### src/rtl/uart_pkg.sv
// Shared constants, state encodings and baud divisor helper for the trigger-command UART.
package uart_pkg;

    localparam logic [7:0] SYNC_BYTE    = 8'h53;
    localparam logic [7:0] OPC_SET_TRIG = 8'h00;

    localparam logic [1:0] BAUD_9600 = 2'b11;
    localparam logic [1:0] BAUD_2400 = 2'b10;
    localparam logic [1:0] BAUD_600  = 2'b01;
    localparam logic [1:0] BAUD_110  = 2'b00;

    // Wide enough for the slowest rate (110 baud at 12 MHz needs 109091).
    localparam int unsigned CNT_W = 17;

    typedef enum logic [1:0] {TxIdle, TxStart, TxData, TxStop} tx_state_e;
    typedef enum logic [1:0] {PkIdle, PkSend, PkGap} pk_state_e;

    // Cycles per bit, rounded to nearest.
    function automatic logic [CNT_W-1:0] baud_div(input int unsigned clk_hz, input logic [1:0] baud);
        int unsigned rate;
        case (baud)
            BAUD_9600: rate = 9600;
            BAUD_2400: rate = 2400;
            BAUD_600:  rate = 600;
            default:   rate = 110;
        endcase
        return CNT_W'((clk_hz + rate / 2) / rate);
    endfunction

endpackage

### src/rtl/uart_tx_byte.sv
// Single 8N1 frame serializer. A load is taken while o_ready is high, which includes the last
// cycle of a stop bit so consecutive frames abut with no idle cycle.
module uart_tx_byte
    import uart_pkg::*;
(
    input  logic             i_clk,
    input  logic             i_rst,
    input  logic [CNT_W-1:0] i_div,
    input  logic             i_load,
    input  logic [7:0]       i_data,
    output logic             o_ready,
    output logic             o_tx
);

    localparam logic [CNT_W-1:0] CNT_ONE = CNT_W'(1);

    tx_state_e        r_state, w_state_d;
    logic [CNT_W-1:0] r_cnt, w_cnt_d;
    logic [CNT_W-1:0] r_div, w_div_d;
    logic [2:0]       r_bit, w_bit_d;
    logic [7:0]       r_shift, w_shift_d;
    logic             r_tx, w_tx_d;
    logic             w_tick;

    assign w_tick  = (r_cnt == '0);
    assign o_ready = (r_state == TxIdle) || ((r_state == TxStop) && w_tick);
    assign o_tx    = r_tx;

    // Next-state: walk start, data and stop bits, each lasting r_div cycles.
    always_comb begin
        w_state_d = r_state;
        w_cnt_d   = r_cnt;
        w_div_d   = r_div;
        w_bit_d   = r_bit;
        w_shift_d = r_shift;
        w_tx_d    = r_tx;
        if (r_state != TxIdle) begin
            w_cnt_d = w_tick ? (r_div - CNT_ONE) : (r_cnt - CNT_ONE);
        end
        unique case (r_state)
            TxIdle: ;
            TxStart: begin
                if (w_tick) begin
                    w_state_d = TxData;
                    w_tx_d    = r_shift[0];
                end
            end
            TxData: begin
                if (w_tick) begin
                    if (r_bit == 3'd7) begin
                        w_state_d = TxStop;
                        w_tx_d    = 1'b1;
                    end else begin
                        w_bit_d   = r_bit + 3'd1;
                        w_shift_d = r_shift >> 1;
                        w_tx_d    = r_shift[1];
                    end
                end
            end
            TxStop: begin
                if (w_tick) begin
                    w_state_d = TxIdle;
                    w_cnt_d   = '0;
                end
            end
            default: w_state_d = TxIdle;
        endcase
        if (i_load && o_ready) begin
            w_state_d = TxStart;
            w_tx_d    = 1'b0;
            w_cnt_d   = i_div - CNT_ONE;
            w_div_d   = i_div;
            w_shift_d = i_data;
            w_bit_d   = 3'd0;
        end
    end

    // State register with synchronous reset to an idle mark line.
    always_ff @(posedge i_clk) begin
        if (i_rst) begin
            r_state <= TxIdle;
            r_cnt   <= '0;
            r_div   <= '0;
            r_bit   <= '0;
            r_shift <= '0;
            r_tx    <= 1'b1;
        end else begin
            r_state <= w_state_d;
            r_cnt   <= w_cnt_d;
            r_div   <= w_div_d;
            r_bit   <= w_bit_d;
            r_shift <= w_shift_d;
            r_tx    <= w_tx_d;
        end
    end

endmodule

### src/rtl/uart_trig_cmd_tx.sv
// Trigger-command transmitter: sends 0x53, opcode, channel, value as 8N1 frames with optional
// mark gap after each stop bit. Inputs are latched when a request is accepted.
module uart_trig_cmd_tx
    import uart_pkg::*;
#(
    parameter int unsigned CLK_HZ   = 12_000_000,
    parameter int unsigned GAP_BITS = 0
) (
    input  logic       i_clk,
    input  logic       i_rst,
    input  logic [1:0] i_baud,
    input  logic       i_start,
    input  logic [7:0] i_opcode,
    input  logic [1:0] i_chan,
    input  logic [7:0] i_value,
    output logic       o_tx,
    output logic       o_busy,
    output logic       o_done,
    output logic [1:0] o_byte_idx
);

    localparam logic [CNT_W-1:0] CNT_ONE = CNT_W'(1);

    pk_state_e        r_state, w_state_d;
    logic [1:0]       r_idx, w_idx_d;
    logic [7:0]       r_opcode, w_opcode_d;
    logic [1:0]       r_chan, w_chan_d;
    logic [7:0]       r_value, w_value_d;
    logic [CNT_W-1:0] r_div, w_div_d;
    logic [CNT_W-1:0] r_gcnt, w_gcnt_d;
    logic [3:0]       r_gbits, w_gbits_d;
    logic             r_done, w_done_d;

    logic             w_ready, w_load, w_byte_end;
    logic [7:0]       w_load_data, w_next_byte;
    logic [CNT_W-1:0] w_load_div;

    assign o_busy     = (r_state != PkIdle);
    assign o_done     = r_done;
    assign o_byte_idx = r_idx;

    uart_tx_byte u_tx_byte (
        .i_clk   (i_clk),
        .i_rst   (i_rst),
        .i_div   (w_load_div),
        .i_load  (w_load),
        .i_data  (w_load_data),
        .o_ready (w_ready),
        .o_tx    (o_tx)
    );

    // Byte that follows the one currently indexed.
    always_comb begin
        w_next_byte = SYNC_BYTE;
        case (r_idx)
            2'd0:    w_next_byte = r_opcode;
            2'd1:    w_next_byte = {6'b0, r_chan};
            2'd2:    w_next_byte = r_value;
            default: w_next_byte = SYNC_BYTE;
        endcase
    end

    // Packet sequencing: accept request, wait for each frame and gap, chain the next byte.
    always_comb begin
        w_state_d   = r_state;
        w_idx_d     = r_idx;
        w_opcode_d  = r_opcode;
        w_chan_d    = r_chan;
        w_value_d   = r_value;
        w_div_d     = r_div;
        w_gcnt_d    = r_gcnt;
        w_gbits_d   = r_gbits;
        w_done_d    = 1'b0;
        w_load      = 1'b0;
        w_load_data = SYNC_BYTE;
        w_load_div  = r_div;
        w_byte_end  = 1'b0;
        unique case (r_state)
            PkIdle: begin
                if (i_start) begin
                    w_load     = 1'b1;
                    w_load_div = baud_div(CLK_HZ, i_baud);
                    w_div_d    = w_load_div;
                    w_opcode_d = i_opcode;
                    w_chan_d   = i_chan;
                    w_value_d  = i_value;
                    w_idx_d    = 2'd0;
                    w_state_d  = PkSend;
                end
            end
            PkSend: begin
                // Serializer is never idle here, so ready marks the end of a stop bit.
                if (w_ready) begin
                    if (GAP_BITS != 0) begin
                        w_state_d = PkGap;
                        w_gcnt_d  = r_div - CNT_ONE;
                        w_gbits_d = 4'(GAP_BITS - 1);
                    end else begin
                        w_byte_end = 1'b1;
                    end
                end
            end
            PkGap: begin
                if (r_gcnt == '0) begin
                    if (r_gbits == '0) begin
                        w_byte_end = 1'b1;
                    end else begin
                        w_gbits_d = r_gbits - 4'd1;
                        w_gcnt_d  = r_div - CNT_ONE;
                    end
                end else begin
                    w_gcnt_d = r_gcnt - CNT_ONE;
                end
            end
            default: w_state_d = PkIdle;
        endcase
        if (w_byte_end) begin
            if (r_idx == 2'd3) begin
                w_state_d = PkIdle;
                w_idx_d   = 2'd0;
                w_done_d  = 1'b1;
            end else begin
                w_state_d   = PkSend;
                w_load      = 1'b1;
                w_load_data = w_next_byte;
                w_idx_d     = r_idx + 2'd1;
            end
        end
    end

    // Packet state register; reset abandons any packet in flight.
    always_ff @(posedge i_clk) begin
        if (i_rst) begin
            r_state  <= PkIdle;
            r_idx    <= '0;
            r_opcode <= '0;
            r_chan   <= '0;
            r_value  <= '0;
            r_div    <= '0;
            r_gcnt   <= '0;
            r_gbits  <= '0;
            r_done   <= 1'b0;
        end else begin
            r_state  <= w_state_d;
            r_idx    <= w_idx_d;
            r_opcode <= w_opcode_d;
            r_chan   <= w_chan_d;
            r_value  <= w_value_d;
            r_div    <= w_div_d;
            r_gcnt   <= w_gcnt_d;
            r_gbits  <= w_gbits_d;
            r_done   <= w_done_d;
        end
    end

endmodule

### config.mk
export PLATFORM = sky130hd
export DESIGN_NAME = uart_trig_cmd_tx
export DESIGN_NICKNAME = d
export VERILOG_FILES = /design/src/rtl/uart_pkg.sv /design/src/rtl/uart_tx_byte.sv /design/src/rtl/uart_trig_cmd_tx.sv
export SDC_FILE = /design/constraint.sdc
export NUM_CORES = 1
export LEC_CHECK = 0
export CAP_MARGIN = 20
export CORE_MARGIN = 2
export CORE_UTILIZATION = 60
export DETAILED_ROUTE_END_ITERATION = 8
export GPL_TIMING_DRIVEN = 0
export HOLD_SLACK_MARGIN = 0.06
export PLACE_DENSITY = 0.9
export SYNTH_ARGS = -nofsm -noshare
export SYNTH_HDL_FRONTEND = slang
export SYNTH_SLANG_ARGS = --single-unit
### constraint.sdc
create_clock -name i_clk -period 17.3 [get_ports i_clk]
set_clock_uncertainty 0.05 [all_clocks]
set_input_delay 3.46 -clock i_clk [delete_from_list [all_inputs] [get_ports i_clk]]
set_output_delay 3.46 -clock i_clk [all_outputs]
set_load 0.05 [all_outputs]
==> flow_summary_export.csv <==
group,metric,value,unit
grt,grt_use_total,33.2,%
critical_path,path_max_fanout,10,
power,worst_ir_drop_vdd,0.125,mV
final_layout,syn_to_final_growth,11.2,%
critical_path,crit_top_cell,"ha_1",
detailed_routing,via_count,7707,
logic_synthesis,synth_edf_count,0,
grt,antenna_found_initial,0,
placement,gp_congestion,1.02,
critical_path,crit_arrival,16.83,ns
outcome,status,"complete, no violations",
final_layout,final_cells,1143,
logic_synthesis,synthAdderAreaFrac,7.14,%
logic_synthesis,synth_ff_type,"dfxtp_1",
die,start_util,61.4,%
final_layout,nets,1059,
logic_synthesis,synth_area,7010,µm²
clock_tree,clk_latency,0.34,ns
logic_synthesis,synth-seq-area-share,24.9,%
die,core,11400,µm²
clock_tree,cts_buffer_depth,2,
die,pin_count,28,
detailed_routing,drc_errors,0,
placement,placed_cells,1128,
critical_path,crit_type,"input pin to flip-flop",
timing,worstMarginPinSlew,0.816,ns
logic_synthesis,synthSimpleGateAreaFrac,26.8,%
logic_synthesis,ys_types,93,
power,p_per_area,109,nW/µm²
critical_path,endpoint_kind,"flip-flop",
logic_synthesis,synth_xor_area_share,1.62,%
min_path,hp-class,"flip-flop to flip-flop",
final_layout,final_area,7790,µm²
detailed_routing,routed_wirelength,21300,µm
clock_tree,htree_num_levels,3,
flow_run,max_cap_violations,0,
logic_synthesis,synthArstFlopShare,0,%
detailed_routing,drtIter0Drc,1165,
timing,slew_viol_final,0,
logic_synthesis,syn_area_per_cell,7.33,µm²
logic_synthesis,ys_seq_elements,87,
die,dieHeight,112,µm
timing,hold_ws,0.407,ns
clock_tree,clk_pin_slew,0.06,ns
timing,fin_crit_sh,96.3,%
logic_synthesis,syn-instance-count,956,
final_layout,fillCellCount,942,
die,rows,39,
die,dieArea,12600,µm²
timing,finalHoldViolations,0,
logic_synthesis,yosysWarnings,0,
final_layout,layout_common_cells,"121 x nand2_1, 120 x nor2_1, 87 x dfxtp_1, 79 x a21oi_1, 52 x o21ai_0",
timing,max_freq,60.0,MHz
clock_tree,tritoncts,"built",
critical_path,worstPathRequired,17.48,ns
grt,overflow,0,
grt,met2_usage,55.7,%
die,die_w,112,µm
placement,dp_hpwl,15800,µm
grt,grtUsageMet3,5.56,%
power,p_leak,3.09,nW
final_layout,diodes,0,
placement,place_area,7460,µm²
critical_path,start_kind,"input pin",
clock_tree,ctsHoldBuffers,0,
logic_synthesis,synth_mux_area_share,4.46,%
timing,finalSetupTns,0,ns
logic_synthesis,synth-compound-area-share,30.0,%
clock_tree,cts.root.buffer_cell,"clkbuf_16",
final_layout,final_common_cell,"nand2_1",
detailed_routing,ant_nets,0,
timing,setup_violations,0,
placement,pre_cts_slack,0.0140,ns
detailed_routing,via_per_inst,6.74,
placement,io_buffers,27,
detailed_routing,drt_pass1_iterations,5,
detailed_routing,wl_per_cell,18.6,µm
grt,grt_pass1_wl,34700,µm
critical_path,cp_slowest_cell,"or4_1",
logic_synthesis,synth_top_family_by_area,"compound AO/OA/AOI/OAI gates",
clock_tree,cts_sinks,87,
timing,setup_ws,0.646,ns
grt,grt_max_degree,16,
grt,met1_usage,42.9,%
timing,relSlewSlack,45.3,%
critical_path,cp_slowest_stage_delay,0.55,ns
timing,finalCriticalPeriod,16.65,ns
final_layout,drive_gt1_share,6.60,%
clock_tree,cts_inserted_buffers,9,
grt,grt.busiest_layer,"met2",
grt,grt_pass1_vias,7123,
critical path: cells and delay by family:
family                     cells  cell delay (ns)
AOI/OAI and AO/OA             23             4.79
xor gates and xnor gates       1             0.11
adders and majority gates      7             1.87
buffers and inverters          9             2.07
muxes                          2             0.51
and+or+nand+nor               15             4.00
registers in the layout, summed over array words and instances, names as in the netlist:
signal,cells
u_tx_byte.r_cnt,17
r_state,1
u_tx_byte.r_shift,8
u_tx_byte.o_tx,1
r_chan,2
r_value,8
r_div,17
u_tx_byte.r_div,17
u_tx_byte.r_bit,3
o_done,1
o_byte_idx,2
u_tx_byte.r_state,2
r_opcode,8
per-layer routing:
metal / vias to the layer above / wire, µm
met5: - / 0
met4: 0 / 778
met3: 81 / 1850
met2: 432 / 9960
met1: 3559 / 8700
li1: 3635 / -
final cells by class:
type / instances / area (µm²) / share of cell area [%]
buffer: 60 / 258 / 3.31
clock buffer: 9 / 225 / 2.89
clock inverter: 6 / 71.3 / 0.915
inverter: 26 / 97.6 / 1.25
multi-input combinational: 784 / 4940 / 63.4
sequential: 87 / 1740 / 22.4
tap: 143 / 179 / 2.30
timing repair buffer: 28 / 278 / 3.57
cells by family after synthesis:
logic type / Yosys count
XOR/XNOR: 13
AND/OR/NAND/NOR: 388
adder cells (fa/ha/maj): 40
buffers and inverters: 87
AO/OA/AOI/OAI: 310
flip-flops: 87
other: 1
multiplexers: 30
repair_timing:
action	in CTS	in global routing
endpoints found under the setup margin	0	7
buffers inserted	0	1
resized for setup	0	12
per-stage QoR:
step | util [%] | power [W]
after floorplan | - | 0.000547
after global placement | 65.4 | 0.000631
after detailed placement | 65.4 | 0.000639
after CTS | 68.0 | 0.000832
after global routing | 68.2 | 0.000893
final | 68.2 | 0.000847
worst paths after layout:
kind | end | cells past startpoint | from | slack (ns)
min | r_opcode[3] | 2 | r_opcode[3] | 0.41
max | u_tx_byte.r_cnt[16] | 57 | i_baud[0] | 0.65
max reg2reg | u_tx_byte.r_div[13] | 13 | u_tx_byte.r_cnt[11] | 13.38
min reg2reg | r_opcode[3] | 2 | r_opcode[3] | 0.41
synthesized netlist by cell type (7+ instances only):
| library cell | number | share of area (%) |
|---|---|---|
| o21ai_0 | 52 | 3.7 |
| o21ai_1 | 8 | 0.57 |
| o211ai_1 | 9 | 0.96 |
| o2111ai_1 | 9 | 1.1 |
| dfxtp_1 | 87 | 25 |
| or4_1 | 7 | 0.75 |
| nor3_1 | 18 | 1.3 |
| o31ai_1 | 9 | 0.96 |
| inv_1 | 25 | 1.3 |
| a31oi_1 | 21 | 1.9 |
| a211o_1 | 7 | 0.88 |
| a22oi_1 | 11 | 1.2 |
| xnor2_1 | 7 | 0.88 |
| ha_1 | 40 | 7.1 |
| nand2_1 | 121 | 6.5 |
| nand3_1 | 31 | 2.2 |
| and3_1 | 9 | 0.80 |
| nor2_1 | 120 | 6.4 |
| nor2b_1 | 8 | 0.71 |
| a211oi_1 | 28 | 3.0 |
| clkbuf_1 | 48 | 2.6 |
| and2_1 | 10 | 0.89 |
| a221oi_1 | 7 | 0.88 |
| a21oi_1 | 79 | 5.6 |
| mux2i_1 | 23 | 3.3 |
| nor4_1 | 7 | 0.62 |
| nand4_1 | 10 | 0.89 |
where the power goes:
| part | switching [W] | internal [W] | total (W) |
|---|---|---|---|
| combinational | 0.000254 | 0.000146 | 0.000400 |
| sequential | 0.0000238 | 0.000229 | 0.000253 |
| clock | 0.0000817 | 0.000112 | 0.000194 |
| total | 0.000359 | 0.000487 | 0.000847 |
(Power assumes the default switching activity.)
